[config.mk]
export PLATFORM = sky130hd
export DESIGN_NAME = ibex_icache_fetch_checker_hold
export DESIGN_NICKNAME = d
export VERILOG_FILES = /design/src/rtl/ibex_icache_fetch_checker_hold.sv
export SDC_FILE = /design/constraint.sdc
export NUM_CORES = 1
export LEC_CHECK = 0
export BUFFER_PORTS_ARGS = -buffer_cell sky130_fd_sc_hd__buf_2
export CAP_MARGIN = 20
export CORE_UTILIZATION = 54
export DETAILED_ROUTE_END_ITERATION = 6
export PLACE_DENSITY = 0.79
export SYNTH_ARGS = -nofsm -noshare
export SYNTH_HDL_FRONTEND = slang
export SYNTH_SLANG_ARGS = --single-unit
export TNS_END_PERCENT = 5
[constraint.sdc]
create_clock -name clk -period 1.5 [get_ports clk]
set_input_delay 0 -clock clk [delete_from_list [all_inputs] [get_ports clk]]
set_output_delay 0 -clock clk [all_outputs]
set_load 0.03 [all_outputs]
[src/rtl/ibex_icache_fetch_checker_hold.sv]
// ibex_icache_fetch_checker_hold
// Captures a response offered while the core stalls and flags any change
// to it while it is still being offered.
// Ports:
//   clk, rst_n   clock, asynchronous active-low reset
//   capture      load the current response into the capture registers
//   addr, err, err_plus2, rdata   live response
//   unstable     live response differs from the captured one
module ibex_icache_fetch_checker_hold #(
    parameter int ADDR_W = 32
) (
    input  logic              clk,
    input  logic              rst_n,
    input  logic              capture,
    input  logic [ADDR_W-1:0] addr,
    input  logic              err,
    input  logic              err_plus2,
    input  logic [31:0]       rdata,
    output logic              unstable
);
    logic [ADDR_W-1:0] addr_q;
    logic              err_q;
    logic              err_plus2_q;
    logic [15:0]       lo_q;
    logic [15:0]       hi_q;
    logic              uncomp_q;

    always_ff @(posedge clk or negedge rst_n) begin
        if (!rst_n) begin
            addr_q      <= '0;
            err_q       <= 1'b0;
            err_plus2_q <= 1'b0;
            lo_q        <= '0;
            hi_q        <= '0;
        end else if (capture) begin
            addr_q      <= addr;
            err_q       <= err;
            err_plus2_q <= err_plus2;
            lo_q        <= rdata[15:0];
            // Upper halfword only belongs to the instruction if uncompressed.
            hi_q        <= (rdata[1:0] == 2'b11) ? rdata[31:16] : 16'h0000;
        end
    end

    assign uncomp_q = (lo_q[1:0] == 2'b11);

    // Data is meaningless on an error response, so only metadata is compared.
    assign unstable = (addr != addr_q) | (err != err_q) | (err_plus2 != err_plus2_q) |
                      (~err_q & (rdata[15:0] != lo_q)) |
                      (~err_q & uncomp_q & (rdata[31:16] != hi_q));
endmodule

==> results of run 1 <==
==> cell families (layout without fill, tap and decap cells) <==
group / count (synthesis) / in the layout / synth area share
simple gates: 40 / 40 / 0.06483
compound gates: 17 / 17 / 0.02790
buf+inv: 25 / 176 / 0.03025
mux: 50 / 50 / 0.1768
xor+xnor: 66 / 66 / 0.1815
flops: 66 / 66 / 0.5187
==> worst max-delay path by stage <==
stage                                 from        to  slack, ns  cells after the start
floorplan             hi_q[15]$_DFFE_PN0P_  unstable      -0.02                      5
global placement         err_q$_DFFE_PN0P_  unstable      -0.37                      6
detailed placement    hi_q[10]$_DFFE_PN0P_  unstable      -0.37                      6
CTS                    hi_q[8]$_DFFE_PN0P_  unstable      -0.67                      6
global route        addr_q[31]$_DFFE_PN0P_  unstable      -0.75                      6
finish                lo_q[13]$_DFFE_PN0P_  unstable      -0.65                      5
==> final cells by class <==
class,count,area [µm²],share of cell area
Sequential cell,66,1652,0.3589
Clock buffer,12,155.1,0.03371
Tap cell,72,90.09,0.01958
Clock inverter,4,50.05,0.01088
Inverter,16,60.06,0.01305
Multi-Input combinational cell,173,1488,0.3233
Timing Repair Buffer,144,1107,0.2406
==> cells in the final DEF, fill, tap and decap left out, types with 2 or more instances in the layout <==
master,count
nand2_1,17
o21ai_0,14
clkbuf_8,11
xor2_1,32
o21ai_1,2
nand4_1,9
buf_12,2
buf_2,68
dfrtp_1,66
clkinvlp_4,2
nor4_1,8
inv_1,16
xnor2_2,4
nor4_2,2
buf_4,6
xnor2_1,30
mux2_2,50
dlygate4sd3_1,67
==> power by group <==
group | leakage [nW] | internal [mW] | total (mW) | switching (mW)
logic | 1.11 | 0.483 | 0.794 | 0.312
registers | 0.800 | 1.94 | 2.06 | 0.116
clock network | 0.0986 | 0.856 | 1.53 | 0.676
total | 2.00 | 3.28 | 4.38 | 1.10
==> state kept, by name, indices dropped and copies added, names as in the netlist <==
register	cells
addr_q	32
err_plus2_q	1
err_q	1
hi_q	16
lo_q	16
==> critical path, stage by stage (launching register included) <==
cell     delay [ns]
dfrtp_1        0.39
xor2_1         0.16
nor4_1         0.37
a41oi_1        0.19
or4_4          0.55
buf_6          0.15
==> metal layers <==
metal / wire length (µm) / part of all wire / vias up / track usage
met5: 0 / 0 / - / 0
met4: 96 / 0.014 / 0 / 0.09444
met3: 292 / 0.041 / 8 / 0.05977
met2: 3608 / 0.51 / 58 / 0.4426
met1: 3055 / 0.43 / 1191 / 0.3081
li1: - / - / 1190 / -
==> timing repair <==
item,4_1_cts,5_1_grt
hold endpoints to repair,132,0
pin swaps,4,7
setup endpoints to repair,1,1
hold buffers,67,0
resized for setup,4,5
gates cloned,0,0
==> metrics.json, run 1 <==
{
  "run_status": {
    "status": "finished with violations",
    "violations": "setup timing"
  },
  "timing": {
    "final_setup_fails": 1,
    "hold_viol_final": 0,
    "timing.fmax_ghz": 0.4647,
    "unrepaired_setup_endpoints_after_global_routing": "yes",
    "hold_slack_ns": 0.1415,
    "max-slew-margin-rel": 0.6043,
    "final.min_clock_period_ns": 2.152,
    "report.final.slew_viol_count": 0,
    "timing_worst_slew_pin_value_ns": 0.5936,
    "finalCritPeriodShare": 1.435,
    "setup-tns-final_ns": -0.6520,
    "timing.final.ws_setup_ns": -0.6520,
    "clock_skew_ns": 0
  },
  "clocking": {
    "clock_path_buffers": 2,
    "cts_post_setup_buffers_inserted": 0,
    "cts_root_buffer": "clkbuf_8",
    "cts_tree": "yes",
    "htree_num_levels": 3,
    "cts_made_buffers": 9,
    "path_clk_slew_ns": 0.07,
    "tritoncts_num_sinks": 66,
    "clk-insertion-delay-late_ns": 0.33
  },
  "layout": {
    "area.growth.synth_to_final_pct": 44.52,
    "final_cell_count_no_fill": 487,
    "inserted_diodes": 0,
    "layout.nets": 479,
    "final_core_util": 0.8206,
    "fill_cells": 325,
    "layout-drive-gt1-share": 0.3614,
    "post_route_standard_cell_area_excluding_fillers_um2": 4602
  },
  "die": {
    "io_pins": 70,
    "die_h_um": 78.79,
    "start_util": 0.5678,
    "core_area_um2": 5608,
    "x_dimension_of_the_die_um": 78.79,
    "number_of_standard_cell_rows_in_the_floorplan": 27,
    "die_area_um2": 6208
  },
  "place": {
    "dpl_cell_area_um2": 3672,
    "place.detailed.instances": 404,
    "dp_slack_ns": -0.3743,
    "place_congestion": 0.7340,
    "count_of_input_and_output_buffers": 69,
    "detailed_place_hpwl_mm": 4.329
  },
  "synth": {
    "post-synth-top-area-fraction": 0.5187,
    "synthArstFlopShare": 1.000,
    "syn_area_um2": 3184,
    "synth_seq_area_share": 0.5187,
    "yosysWarningCount": 0,
    "dominantRegCellSynth": "dfrtp_1",
    "netlist-cell-type-count": 18,
    "postSynthRegisterBits": 66,
    "synth_top_cells_by_count": "dfrtp_1, mux2_2, xnor2_1",
    "number_of_enable_flip_flop_cells_after_synthesis": 0,
    "most_repeated_cell_in_the_gate_level_netlist_after_synthesis": "dfrtp_1",
    "synth_area_per_cell_um2": 12.06,
    "syn-num-nets": 333,
    "ys_top_cells_by_area": "dfrtp_1, mux2_2, xnor2_1",
    "number_of_standard_cells_after_synthesis": 264,
    "synth_area_leader_cell": "dfrtp_1"
  },
  "worst_setup_path": {
    "critPathRequiredTime_ns": 1.50,
    "reg2reg_from": "err_q$_DFFE_PN0P_",
    "crit_type": "flip-flop to primary output",
    "critical_path_peak_fanout": 2,
    "cp-end-kind": "primary output",
    "timing.reg2reg.worst_path_depth": 2,
    "timing.critical_path.arrival_ns": 2.15,
    "timing.critical_path.from_type": "flip-flop",
    "reg2reg_to": "err_q$_DFFE_PN0P_",
    "rrSetupSlack_ns": 0.58
  },
  "worst_hold_path": {
    "min-delay-start": "capture",
    "holdPathStages": 2,
    "worstHoldPathType": "primary input to flip-flop",
    "min_delay_worst_endpoint": "lo_q[1]$_DFFE_PN0P_"
  },
  "detailed_routing": {
    "detail_route.wirelength_mm": 7.053,
    "avgViaCountPerCell": 5.025,
    "dr_total_vias": 2447,
    "drt_drc_violations_left": 0,
    "ant_nets": 0,
    "routed_wire_length_per_instance_um": 14.48,
    "drt_pre_antenna_iters": 4,
    "dr.first_iter.drc_count": 135
  },
  "power": {
    "irDropWorstVdd_mv": 0.7766,
    "total_leakage_power_nw": 2.004,
    "p_total_mw": 4.382,
    "cellPowerDensity_nw_per_um2": 952.3
  },
  "global_routing": {
    "grt.overflow.total": 0,
    "grt_max_degree": 67,
    "first_pass_grt_wire_length_mm": 11.96,
    "vias_in_the_first_global_route": 2691,
    "antenna_violations_before_repair": 0,
    "grt_util_all_layers": 0.2552
  },
  "run": {
    "max_cap_violations": 0
  }
}
Power figures use the tool's default switching activity.
==> inputs of run 2 (changes only) <==
--- a/config.mk
+++ b/config.mk
@@ -7,9 +7,8 @@
 export LEC_CHECK = 0
 export BUFFER_PORTS_ARGS = -buffer_cell sky130_fd_sc_hd__buf_2
 export CAP_MARGIN = 20
-export CORE_UTILIZATION = 54
+export CORE_UTILIZATION = 30
 export DETAILED_ROUTE_END_ITERATION = 6
-export PLACE_DENSITY = 0.79
 export SYNTH_ARGS = -nofsm -noshare
 export SYNTH_HDL_FRONTEND = slang
 export SYNTH_SLANG_ARGS = --single-unit
==> run 2 against run 1 <==
Net effect: the run still ends with setup timing left; design area is 0.98% higher; count of clock-buffer cells in the layout fell by 2; sequential cell count is the same; first-iteration DRC count fell by 75%; sequential power is essentially flat; total power shrank 6.5%.
==> metrics.json, run 2 (synthesis gave the netlist of run 1 again) <==
{
  "run_status": {
    "status": "finished with violations",
    "violations": "setup timing"
  },
  "clocking": {
    "path_clk_slew_ns": 0.07,
    "tritoncts_num_sinks": 66,
    "clock_path_buffers": 2,
    "cts_root_buffer": "clkbuf_8",
    "clk-insertion-delay-late_ns": 0.34,
    "htree_num_levels": 3,
    "cts_made_buffers": 9,
    "cts_tree": "yes"
  },
  "timing": {
    "report.final.slew_viol_count": 0,
    "finalCritPeriodShare": 1.474,
    "timing_worst_slew_pin_value_ns": 0.3699,
    "unrepaired_setup_endpoints_after_global_routing": "yes",
    "clock_skew_ns": 0,
    "max-slew-margin-rel": 0.7534,
    "timing.final.ws_setup_ns": -0.7104,
    "hold_viol_final": 0,
    "timing.fmax_ghz": 0.4524,
    "final.min_clock_period_ns": 2.210,
    "final_setup_fails": 1
  },
  "layout": {
    "post_route_standard_cell_area_excluding_fillers_um2": 4647,
    "largest_register_ff_count": 32,
    "layout.nets": 482,
    "layout-drive-gt1-share": 0.3612,
    "max_flop_register": "addr_q",
    "area.growth.synth_to_final_pct": 45.93,
    "top_regs": "addr_q: 32 flops, hi_q: 16 flops, lo_q: 16 flops",
    "layout_commonest_cell": "buf_2",
    "fill_cells": 974,
    "final_cell_count_no_fill": 554,
    "final_cell_mix": "buf_2, dlygate4sd3_1, dfrtp_1, mux2_2",
    "inserted_diodes": 0
  },
  "power": {
    "total_switching_power_mw": 1.088,
    "p_clk_frac": 0.310,
    "power_share_of_the_combinational_group": 0.191,
    "net_switching_share_of_the_total_power": 0.2655,
    "irDropWorstVdd_mv": 0.4066,
    "p_total_mw": 4.098,
    "p_int_mw": 3.010,
    "cellPowerDensity_nw_per_um2": 881.9,
    "total_leakage_power_nw": 1.998,
    "power.share.sequential": 0.498
  },
  "die": {
    "die_h_um": 105.0,
    "die_area_um2": 11030,
    "io_pins": 70,
    "start_util": 0.3084,
    "number_of_standard_cell_rows_in_the_floorplan": 37,
    "core_area_um2": 10320,
    "x_dimension_of_the_die_um": 105.0
  },
  "global_routing": {
    "grt.overflow.total": 0,
    "grt_util_all_layers": 0.1393,
    "antenna_violations_before_repair": 0,
    "grt_max_degree": 67,
    "vias_in_the_first_global_route": 2552,
    "first_pass_grt_wire_length_mm": 12.01
  },
  "detailed_routing": {
    "routed_wire_length_per_instance_um": 12.55,
    "avgViaCountPerCell": 4.323,
    "detail_route.wirelength_mm": 6.950,
    "drt_pre_antenna_iters": 5,
    "ant_nets": 0,
    "dr.first_iter.drc_count": 34,
    "drt_drc_violations_left": 0,
    "dr_total_vias": 2395
  },
  "place": {
    "place_congestion": 0.6940,
    "count_of_input_and_output_buffers": 69,
    "detailed_place_hpwl_mm": 4.470,
    "place.detailed.instances": 471,
    "dpl_cell_area_um2": 3775
  },
  "worst_setup_path": {
    "critical_path_peak_fanout": 2,
    "reg2reg_to": "err_q$_DFFE_PN0P_",
    "crit_type": "flip-flop to primary output",
    "timing.critical_path.from_type": "flip-flop",
    "timing.reg2reg.worst_path_depth": 2,
    "cp-end-kind": "primary output",
    "reg2reg_from": "err_q$_DFFE_PN0P_",
    "timing.critical_path.arrival_ns": 2.21,
    "critPathRequiredTime_ns": 1.50,
    "rrSetupSlack_ns": 0.60
  },
  "worst_hold_path": {
    "min-delay-start": "capture",
    "min_delay_worst_endpoint": "hi_q[8]$_DFFE_PN0P_",
    "worstHoldPathType": "primary input to flip-flop",
    "holdPathStages": 3
  },
  "run": {
    "max_cap_violations": 0
  }
}
run 2: cell count changes in the layout (fill, tap and decap cells not counted):
| cell | change |
|---|---|
| clkinv_4 | +1 |
| xnor2_1 | +2 |
| nor4_2 | +1 |
| bufinv_16 | -1 |
| buf_4 | +3 |
| xnor2_2 | -2 |
| clkbuf_8 | -2 |
| nor4_1 | -1 |
| clkinvlp_4 | -2 |
| clkinv_2 | +4 |
| nor3_2 | -1 |
| nor3_1 | +1 |
run 2: critical path, stage by stage (launching register included):
cell and delay [ns]:
dfrtp_1 0.39, xnor2_1 0.19, nand4_1 0.13, nor4_2 0.32, nand4_1 0.21, or4_4 0.46, buf_6 0.16
run 2: worst max-delay path by stage:
stage / endpoint / start / cells past startpoint
3_3_place_gp: unstable / addr_q[18]$_DFFE_PN0P_ / 6
6_report: unstable / addr_q[0]$_DFFE_PN0P_ / 6
4_1_cts: unstable / addr_q[12]$_DFFE_PN0P_ / 6
3_5_place_dp: unstable / addr_q[18]$_DFFE_PN0P_ / 6
5_1_grt: unstable / addr_q[11]$_DFFE_PN0P_ / 6
2_1_floorplan: unstable / hi_q[15]$_DFFE_PN0P_ / 5
run 2: layer usage:
metal | track usage | vias to the layer above | part of all wire
li1 | - | 1195 | -
met1 | 0.1671 | 1148 | 0.45
met2 | 0.2351 | 44 | 0.49
met3 | 0.05115 | 8 | 0.050
met4 | 0.03622 | 0 | 0.010
met5 | 0 | - | 0
run 2: final cells by class:
class,instances,area [µm²],area share
flip-flops and latches,66,1652,0.3554
multi-input cells,173,1474,0.3172
repair buffers,147,1130,0.2431
well taps,136,170.2,0.03662
clock buffers,10,127.6,0.02746
inverters,16,60.06,0.01292
clock inverters,6,33.78,0.007270
run 2: metrics by stage:
step	utilization	setup TNS [ns]	hold WS (ns)	setup WS, ns
detailed placement	0.3657	-0.4645	0.05676	-0.4645
floorplan	-	-0.01924	-0.2956	-0.01924
finish	0.4501	-0.7104	0.1569	-0.7104
global route	0.4501	-0.8575	0.1780	-0.8575
CTS	0.4475	-0.7363	0.1402	-0.7363
global placement	0.3657	-0.4430	0.04998	-0.4430
run 2: what timing repair did:
action / CTS / global route
hold buffers: 67 / 0
gates resized for setup: 3 / 4
setup endpoints to repair: 1 / 1
endpoints found under the hold margin: 132 / 0
pin swaps: 3 / 2
buffers inserted: 0 / 0
run 2: power by group through the flow:
stage	sequential, mW	clock, mW	combinational, mW
CTS	2.04	1.35	0.789
detailed placement	2.08	0	0.649
floorplan	2.06	0	0.391
global route	2.06	1.42	0.873
global placement	2.07	0	0.634
finish	2.04	1.27	0.783
==> inputs of run 3 (changes only) <==
==> constraint.sdc (replaced) <==
create_clock -name clk -period 1.5 [get_ports clk]
set_input_delay 0 -clock clk [delete_from_list [all_inputs] [get_ports clk]]
set_output_delay 0 -clock clk [all_outputs]
set_load 0.01 [all_outputs]
==> run 3 against run 2 <==
Net effect: the run still ends with setup timing left; global-route usage shrank 0.16 points; sequential share of layout area about the same; register-to-register slack is essentially flat; routed wire length up 2.3%; sequential cell count stayed put; clock power grew 17%; fmax increased by 4.1%; sequential power about the same; via count up 0.63%; final cell count is 0.36% lower; critical endpoint unchanged.
==> metrics.json, run 3 (synthesis gave the netlist of run 1 again) <==
{
  "run_status": {
    "status": "finished with violations",
    "violations": "setup timing"
  },
  "global_routing": {
    "grt-busiest-layer": "met2",
    "grt_util_all_layers": 0.1376,
    "grt_max_degree": 67,
    "global_route.usage.met3": 0.03993,
    "globalRouteMet1Util": 0.1694,
    "grt_util_met2": 0.2337,
    "grt.overflow.total": 0,
    "first_pass_grt_wire_length_mm": 11.94,
    "vias_in_the_first_global_route": 2576,
    "antenna_violations_before_repair": 0
  },
  "worst_setup_path": {
    "reg2reg_from": "err_q$_DFFE_PN0P_",
    "crit_start": "addr_q[15]$_DFFE_PN0P_",
    "timing.critical_path.from_type": "flip-flop",
    "rrSetupSlack_ns": 0.60,
    "reg2reg_to": "err_q$_DFFE_PN0P_",
    "crit_path_max_incr_delay_ns": 0.43,
    "crit_type": "flip-flop to primary output",
    "timing.reg2reg.worst_path_depth": 2,
    "worst_setup_path_endpoint": "unstable",
    "path_cells": "xor2_1 -> nor4_2 -> buf_4 -> nand4_1 -> or4_1 -> buf_2",
    "critPathRequiredTime_ns": 1.50,
    "worst_path_max_delay_cell": "or4_1",
    "critical_path_peak_fanout": 2,
    "timing.critical_path.arrival_ns": 2.12,
    "cp-end-kind": "primary output"
  },
  "timing": {
    "timing.fmax_ghz": 0.4708,
    "max-slew-margin-rel": 0.6058,
    "timing_worst_slew_pin_value_ns": 0.5913,
    "report.final.slew_viol_count": 0,
    "final.min_clock_period_ns": 2.124,
    "setup-tns-final_ns": -0.6242,
    "finalCritPeriodShare": 1.416,
    "unrepaired_setup_endpoints_after_global_routing": "yes",
    "hold_viol_final": 0,
    "timing.final.ws_setup_ns": -0.6242,
    "clock_skew_ns": 0,
    "final_setup_fails": 1
  },
  "clocking": {
    "cts_post_setup_buffers_inserted": 0,
    "htree_num_levels": 3,
    "path_clk_slew_ns": 0.08,
    "tritoncts_num_sinks": 66,
    "cts_root_buffer": "clkbuf_8",
    "cts_tree": "yes",
    "clk-insertion-delay-late_ns": 0.33,
    "clock_path_buffers": 2,
    "cts_made_buffers": 9
  },
  "detailed_routing": {
    "drt_drc_violations_left": 0,
    "detail_route.wirelength_mm": 7.108,
    "dr.first_iter.drc_count": 84,
    "ant_nets": 0,
    "avgViaCountPerCell": 4.366,
    "dr_total_vias": 2410,
    "drt_pre_antenna_iters": 4,
    "routed_wire_length_per_instance_um": 12.88
  },
  "layout": {
    "layout.nets": 480,
    "final_cell_count_no_fill": 552,
    "top_regs": "addr_q: 32 flops, hi_q: 16 flops, lo_q: 16 flops",
    "inserted_diodes": 0,
    "layout_commonest_cell": "buf_2",
    "max_flop_register": "addr_q",
    "final_core_util": 0.4506,
    "layout-drive-gt1-share": 0.3582,
    "largest_register_ff_count": 32,
    "fill_cells": 990,
    "final_cell_mix": "buf_2, dlygate4sd3_1, dfrtp_1, mux2_2, xnor2_1",
    "area.growth.synth_to_final_pct": 46.09
  },
  "die": {
    "io_pins": 70,
    "core_area_um2": 10320,
    "x_dimension_of_the_die_um": 105.0,
    "start_util": 0.3084,
    "die_area_um2": 11030,
    "die_h_um": 105.0,
    "number_of_standard_cell_rows_in_the_floorplan": 37
  },
  "run": {
    "max_cap_violations": 0
  },
  "place": {
    "place_congestion": 0.6898,
    "place.detailed.instances": 469,
    "detailed_place_hpwl_mm": 4.384,
    "count_of_input_and_output_buffers": 69,
    "dp_slack_ns": -0.3329
  },
  "power": {
    "total_leakage_power_nw": 1.985,
    "irDropWorstVdd_mv": 0.6030,
    "cellPowerDensity_nw_per_um2": 927.5,
    "p_total_mw": 4.315
  },
  "worst_hold_path": {
    "min-delay-start": "capture",
    "worstHoldPathType": "primary input to flip-flop"
  }
}
## run 3: how the worst min path moves through the flow
stage,to,cells past startpoint
final,hi_q[7]$_DFFE_PN0P_,3
after global routing,hi_q[8]$_DFFE_PN0P_,3
after CTS,hi_q[7]$_DFFE_PN0P_,3
after detailed placement,hi_q[7]$_DFFE_PN0P_,2
after global placement,hi_q[9]$_DFFE_PN0P_,2
after floorplan,addr_q[0]$_DFFE_PN0P_,0
## run 3: through the flow
stage | hold slack (ns) | instance area [µm²]
after floorplan | -0.2956 | 3184
after global placement | 0.05137 | 3756
after detailed placement | 0.05016 | 3756
after CTS | 0.1392 | 4644
after global routing | 0.1523 | 4652
final | 0.1586 | 4652
## run 3: what timing repair did
action	4_1_cts	5_1_grt
hold endpoints to repair	132	0
cloned	0	0
endpoints found under the setup margin	1	1
pin swaps	7	7
hold buffers	67	0
resized for setup	4	1
## run 3: layer usage
layer	up-vias	wire length (µm)
li1	1187	-
met1	1168	3197
met2	47	3500
met3	8	326
met4	0	83
met5	-	0
## run 3: final cells by class
type | instances | area (µm²) | area share
multi-input cells | 173 | 1469 | 0.3158
clock inverters | 7 | 68.82 | 0.01479
repair buffers | 145 | 1109 | 0.2383
well taps | 136 | 170.2 | 0.03658
clock buffers | 9 | 123.9 | 0.02663
flip-flops and latches | 66 | 1652 | 0.3550
inverters | 16 | 60.06 | 0.01291
## run 3: power breakdown
group	internal (mW)	switching (mW)	total (mW)
registers	1.94	0.103	2.04
clock network	0.764	0.717	1.48
logic	0.482	0.309	0.791
## run 3: critical path, delay by kind of cell, from the launching register on
family / cells / cell delay (ns)
AND/OR/NAND/NOR: 3 / 0.90
flip-flops: 1 / 0.39
buffers and inverters: 2 / 0.32
XOR/XNOR: 1 / 0.18
